**src/rtl/multiplier_pkg.sv**
```systemverilog
// Shared definitions for the shift-and-add multiplier: FSM state encoding
// and the default operand width.
package multiplier_pkg;

  localparam int DEFAULT_WIDTH = 8;

  typedef enum logic [1:0] {
    IDLE = 2'd0,
    CALC = 2'd1,
    DONE = 2'd2
  } state_t;

endpackage

```
**src/rtl/shift_add_datapath.sv**
```systemverilog
// Shift-and-add datapath: the multiplicand shifts left, the multiplier shifts
// right, and a gated adder accumulates partial products.
module shift_add_datapath
  import multiplier_pkg::*;
#(
  parameter int WIDTH = DEFAULT_WIDTH
) (
  input  logic                 clk,
  input  logic                 reset,
  input  logic                 load,
  input  logic                 step,
  input  logic [WIDTH-1:0]     a_mag,
  input  logic [WIDTH-1:0]     b_mag,
  output logic [2*WIDTH-1:0]   acc_next,
  output logic                 shift_done
);

  logic [2*WIDTH-1:0] shift_left_reg;
  logic [2*WIDTH-1:0] acc_reg;
  logic [2*WIDTH-1:0] addend;
  logic [WIDTH-1:0]   shift_right_reg;
  logic [WIDTH-1:0]   shift_right_next;

  // The low multiplier bit gates whether this cycle contributes a partial product.
  assign addend           = shift_right_reg[0] ? shift_left_reg : '0;
  assign acc_next         = acc_reg + addend;
  assign shift_right_next = shift_right_reg >> 1;
  assign shift_done       = (shift_right_next == '0);

  always_ff @(posedge clk or negedge reset) begin
    if (!reset) begin
      shift_left_reg  <= '0;
      shift_right_reg <= '0;
      acc_reg         <= '0;
    end else if (load) begin
      shift_left_reg  <= {{WIDTH{1'b0}}, a_mag};
      shift_right_reg <= b_mag;
      acc_reg         <= '0;
    end else if (step) begin
      shift_left_reg  <= shift_left_reg << 1;
      shift_right_reg <= shift_right_next;
      acc_reg         <= acc_next;
    end
  end

endmodule

```
**src/rtl/shift_add_multiplier.sv**
```systemverilog
// Sequential shift-and-add multiplier with optional signed operands; the FSM,
// iteration counter and result sign live here, arithmetic in the datapath.
module shift_add_multiplier
  import multiplier_pkg::*;
#(
  parameter int WIDTH     = DEFAULT_WIDTH,
  parameter bit SIGNED_EN = 1'b1
) (
  input  logic                 clk,
  input  logic                 reset,
  input  logic                 start,
  input  logic                 signed_mode,
  input  logic [WIDTH-1:0]     multiplicand,
  input  logic [WIDTH-1:0]     multiplier,
  output logic                 busy,
  output logic                 ready,
  output logic [2*WIDTH-1:0]   product
);

  localparam int CNT_W = $clog2(WIDTH) + 1;
  localparam logic [CNT_W-1:0]   LAST_COUNT = CNT_W'(WIDTH - 1);
  localparam logic [WIDTH-1:0]   ONE_W      = WIDTH'(1);
  localparam logic [2*WIDTH-1:0] ONE_2W     = (2*WIDTH)'(1);

  state_t             state, next_state;
  logic [CNT_W-1:0]   count;
  logic               result_neg;
  logic               signed_eff;
  logic               load, step;
  logic [WIDTH-1:0]   a_mag, b_mag;
  logic [2*WIDTH-1:0] acc_next;
  logic               shift_done;

  // Two's-complement magnitude; -2^(WIDTH-1) maps cleanly onto unsigned 2^(WIDTH-1).
  assign signed_eff = SIGNED_EN && signed_mode;
  assign a_mag = (signed_eff && multiplicand[WIDTH-1]) ? (~multiplicand + ONE_W) : multiplicand;
  assign b_mag = (signed_eff && multiplier[WIDTH-1])   ? (~multiplier + ONE_W)   : multiplier;

  assign busy  = (state != IDLE);
  assign ready = (state == DONE);

  shift_add_datapath #(.WIDTH(WIDTH)) u_datapath (
    .clk        (clk),
    .reset      (reset),
    .load       (load),
    .step       (step),
    .a_mag      (a_mag),
    .b_mag      (b_mag),
    .acc_next   (acc_next),
    .shift_done (shift_done)
  );

  always_ff @(posedge clk or negedge reset) begin
    if (!reset) state <= IDLE;
    else        state <= next_state;
  end

  always_comb begin
    next_state = state;
    load       = 1'b0;
    step       = 1'b0;
    case (state)
      IDLE: begin
        if (start) begin
          load       = 1'b1;
          next_state = CALC;
        end
      end
      CALC: begin
        step = 1'b1;
        if (shift_done || count == LAST_COUNT) next_state = DONE;
      end
      DONE:    next_state = IDLE;
      default: next_state = IDLE;
    endcase
  end

  always_ff @(posedge clk or negedge reset) begin
    if (!reset) begin
      count      <= '0;
      result_neg <= 1'b0;
    end else if (load) begin
      count      <= '0;
      result_neg <= signed_eff && (multiplicand[WIDTH-1] ^ multiplier[WIDTH-1]);
    end else if (step) begin
      count      <= count + 1'b1;
    end
  end

  // The final accumulation is captured straight from the adder on the way into DONE.
  always_ff @(posedge clk or negedge reset) begin
    if (!reset) begin
      product <= '0;
    end else if (state == CALC && next_state == DONE) begin
      product <= result_neg ? (~acc_next + ONE_2W) : acc_next;
    end
  end

endmodule

```
**config.mk**
```make
export PLATFORM = sky130hd
export DESIGN_NAME = shift_add_multiplier
export DESIGN_NICKNAME = d
export VERILOG_FILES = /design/src/rtl/multiplier_pkg.sv /design/src/rtl/shift_add_datapath.sv /design/src/rtl/shift_add_multiplier.sv
export SDC_FILE = /design/constraint.sdc
export NUM_CORES = 1
export LEC_CHECK = 0
export BUFFER_PORTS_ARGS = -buffer_cell sky130_fd_sc_hd__buf_2
export CAP_MARGIN = 20
export CORE_AREA = 2 2 84 86
export DETAILED_ROUTE_END_ITERATION = 12
export DIE_AREA = 0 0 86 88
export PLACE_DENSITY_LB_ADDON = 0.25
export SLEW_MARGIN = 20
export SYNTH_ARGS = -nofsm -noshare
export SYNTH_HDL_FRONTEND = slang
export SYNTH_SLANG_ARGS = --single-unit
```
**constraint.sdc**
```tcl
create_clock -name clk -period 3.9 [get_ports clk]
set_input_delay 0.585 -clock clk [delete_from_list [all_inputs] [get_ports clk]]
set_output_delay 0.585 -clock clk [all_outputs]
set_load 0.01 [all_outputs]
```
==> flow_summary_export.csv <==
group,metric,value,unit
run_status,status,"finished, final reports clean",
synth,yosys.area.top_type,"dfrtp_1",
critical_path,cp_num_cells,12,
placed_design,dp_hpwl,5910,µm
grt,grt_max_degree,47,
pwr,ir_drop,0.621,mV
clock_tree,clk_pin_slew,0.08,ns
synth,synth_top_family_by_area,"simple AND/OR/NAND/NOR gates",
placed_design,dpl-instance-area,4170,µm²
clock_tree,cts_inserted_buffers,9,
cells_and_area,regArea,1580,µm²
synth,synth_common_cells,"nand2_1, dfrtp_1, nor2_1",
timing,relSlewSlack,0.384,
critical_path,crit_family,"compound AO/OA/AOI/OAI gates",
timing,fin_crit,3.55,ns
clock_tree,cts_tree,"built",
synth,synth_area,3920,µm²
critical_path,critical_path_class,"flop to flop",
timing,rsz0062_at_grt,"false",
critical_path,slowest_stage,"dfrtp_2",
detailed_routing,wl_per_cell,14.6,µm
critical_path,timing.rr.end,"product[15]$_DFFE_PN0P_",
synth,synth_nets,493,
synth,synth_compound_area_frac,0.174,
critical_path,r2r_setup_slack,0.35,ns
die,die_h,88,µm
cells_and_area,nFillCells,582,
synth,synth-simple-area-share,0.228,
critical_path,end_kind,"flop",
cells_and_area,diodes,0,
placed_design,routabilityCongestion,0.863,
timing,fin_skew,0.00663,ns
synth,syn_avg_cell_area,8.65,µm²
pwr,total_power,4120,µW
grt,grt_use_total,0.242,
critical_path,path_max_fanout,17,
detailed_routing,drcViolationCount,0,
die,core,6640,µm²
hold_path,hold_class,"input pin to asynchronous set/reset pin",
timing,maxSlewViolCount,0,
grt,grt_pass1_wl,14400,µm
pwr,p_per_area,932,nW/µm²
synth,synth_warnings,0,
clock_tree,clock_path_buffers,2,
grt,overflow,0,
detailed_routing,wl,8340,µm
synth,synth-xor-area-share,0.0850,
synth,ys_ff_latch,63,
synth,yosysSeqAreaShare,0.402,
clock_tree,htree_levels,3,
grt,antenna_found_initial,0,
synth,synth_cells,453,
detailed_routing,drt-pass1-iter-count,4,
die,start_util,0.590,
placed_design,port_buffers,37,
clock_tree,post-cts-setup-buffers,0,
cells_and_area,multiInputGateArea,2230,µm²
synth,ys_top_cells_by_area,"dfrtp_1, nand2_1, ha_1",
detailed_routing,final_antenna_net_count,0,
synth,synth_cell_types,51,
job,maxCapViolCount,0,
critical_path,crit_buf_inv,0,
placed_design,dp.cells,554,
synth,yosys.area_share.adder,0.0658,
timing,post-route-period-util,0.911,
die,ioPinCount,38,
timing,setup_tns,0,ns
cells_and_area,drive_gt1_frac,0.157,
die,die_area,7570,µm²
grt,grt_pass1_vias,3167,
critical_path,r2r_start,"u_datapath.shift_right_reg[0]$_DFFE_PN0P_",
critical_path,r2r_cells,12,
timing,fmaxAchievable,0.282,GHz
detailed_routing,route.vias.total,3277,
synth,yosysTopAreaCellShare,0.402,
critical_path,slowest_delay,0.50,ns
timing,tightest_slew,0.922,ns
die,row_count,30,
clock_tree,cts_num_sinks,63,
cells_and_area,stdcell_area,4420,µm²
clock_tree,worstSkewPairLatency,0.35,ns
synth,synth_enable_flop_cells,0,
clock_tree,cts-root-buf,"clkbuf_8",
cells_and_area,fin_cells,570,
cells_and_area,final_nets,525,
critical_path,cp.required,4.13,ns
pwr,p_leak,0.00206,µW
critical_path,cp_cell_sequence,"and2_1 > ha_1 > fa_1 > a21o_1 > a221oi_4 > and4bb_2 > a211oi_2 > nand4_1 > nand3b_1 > o41ai_2 > xnor2_1 > mux2_4",
timing,hold_viol_final,0,
synth,synthMuxAreaShare,0.0150,
critical_path,worst-endpoint-arrival,3.79,ns
die,die_width,86,µm
timing,setup_viol,0,
synth,synth.most_common_cell,"nand2_1",
synth,ys.flop_type,"dfrtp_1",
synth,async_reset_ff_frac,1.00,
critical_path,worst_setup_path_start_kind,"flop",
cells_and_area,area_growth,12.8,%
detailed_routing,via_per_inst,5.75,
detailed_routing,drtIter0Drc,214,
worst register-to-register path: stages, from the launching register on:
cell and delay, ns:
dfrtp_2 0.50, and2_1 0.19, ha_1 0.20, fa_1 0.40, a21o_1 0.21, a221oi_4 0.35
and4bb_2 0.29, a211oi_2 0.28, nand4_1 0.16, nand3b_1 0.24, o41ai_2 0.26, xnor2_1 0.10
mux2_4 0.26
where the power goes:
| part | total (µW) | switching [µW] | internal (µW) |
|---|---|---|---|
| registers | 1180 | 227 | 958 |
| logic | 2230 | 1320 | 905 |
| clock network | 704 | 278 | 425 |
layout make-up:
type | count | area share
multi-input cells | 359 | 0.504
clock buffers | 9 | 0.0280
repair buffers | 44 | 0.0538
flip-flops and latches | 63 | 0.357
well taps | 80 | 0.0227
clock inverters | 7 | 0.0275
inverters | 8 | 0.00680
layout by cell type, fill, tap and decap left out, types with 2 or more instances in the layout:
cell,n
nand2_1,77
dfrtp_1,62
nor2_1,37
buf_2,37
o21ai_0,36
a21oi_1,23
nand3_1,22
xor2_1,20
and2_1,19
ha_1,19
xnor2_1,18
a31oi_1,13
nor3_1,10
clkbuf_8,9
inv_1,8
buf_4,7
a21o_1,6
and3_1,6
a211oi_1,4
nor2b_1,3
nand4_1,3
mux2_2,3
a22o_1,3
clkinvlp_4,3
bufinv_16,3
nand2b_1,2
nor4_1,2
o41ai_2,2
nor3b_1,2
o31ai_1,2
a22oi_1,2
or3_1,2
worst max-delay path by stage:
stage / start / end / slack (ns)
after global routing: u_datapath.shift_right_reg[0]$_DFFE_PN0P_ / product[15]$_DFFE_PN0P_ / 0.1
after CTS: u_datapath.shift_right_reg[0]$_DFFE_PN0P_ / product[15]$_DFFE_PN0P_ / 0.26
after global placement: u_datapath.shift_right_reg[0]$_DFFE_PN0P_ / product[15]$_DFFE_PN0P_ / 0.40
after detailed placement: u_datapath.shift_right_reg[0]$_DFFE_PN0P_ / product[15]$_DFFE_PN0P_ / 0.29
after floorplan: u_datapath.shift_right_reg[0]$_DFFE_PN0P_ / product[15]$_DFFE_PN0P_ / 0.68
final: u_datapath.shift_right_reg[0]$_DFFE_PN0P_ / product[15]$_DFFE_PN0P_ / 0.35
through the flow:
step	hold slack [ns]	utilization	setup slack, ns
2_1_floorplan	0.289	-	0.683
3_3_place_gp	0.482	0.628	0.400
3_5_place_dp	0.493	0.628	0.287
4_1_cts	0.376	0.665	0.259
5_1_grt	0.428	0.665	0.0958
6_report	0.341	0.665	0.349
repair_timing:
action                                  in CTS  in global routing
endpoints found under the setup margin       0                  1
gates resized for setup                      0                  1
hold buffers                                 0                  0
cell families after synthesis:
| group | count (synthesis) |
|---|---|
| compound gates | 104 |
| xor+xnor | 38 |
| fa+ha+maj | 20 |
| buf+inv | 31 |
| flops | 63 |
| mux | 5 |
| simple gates | 192 |
per-layer routing:
metal	track usage	up-vias	share of wire
li1	-	1646	-
met1	0.313	1544	0.46
met2	0.411	79	0.48
met3	0.0471	8	0.052
met4	0.0736	0	0.011
met5	0	-	0
Power figures use the tool's default switching activity.
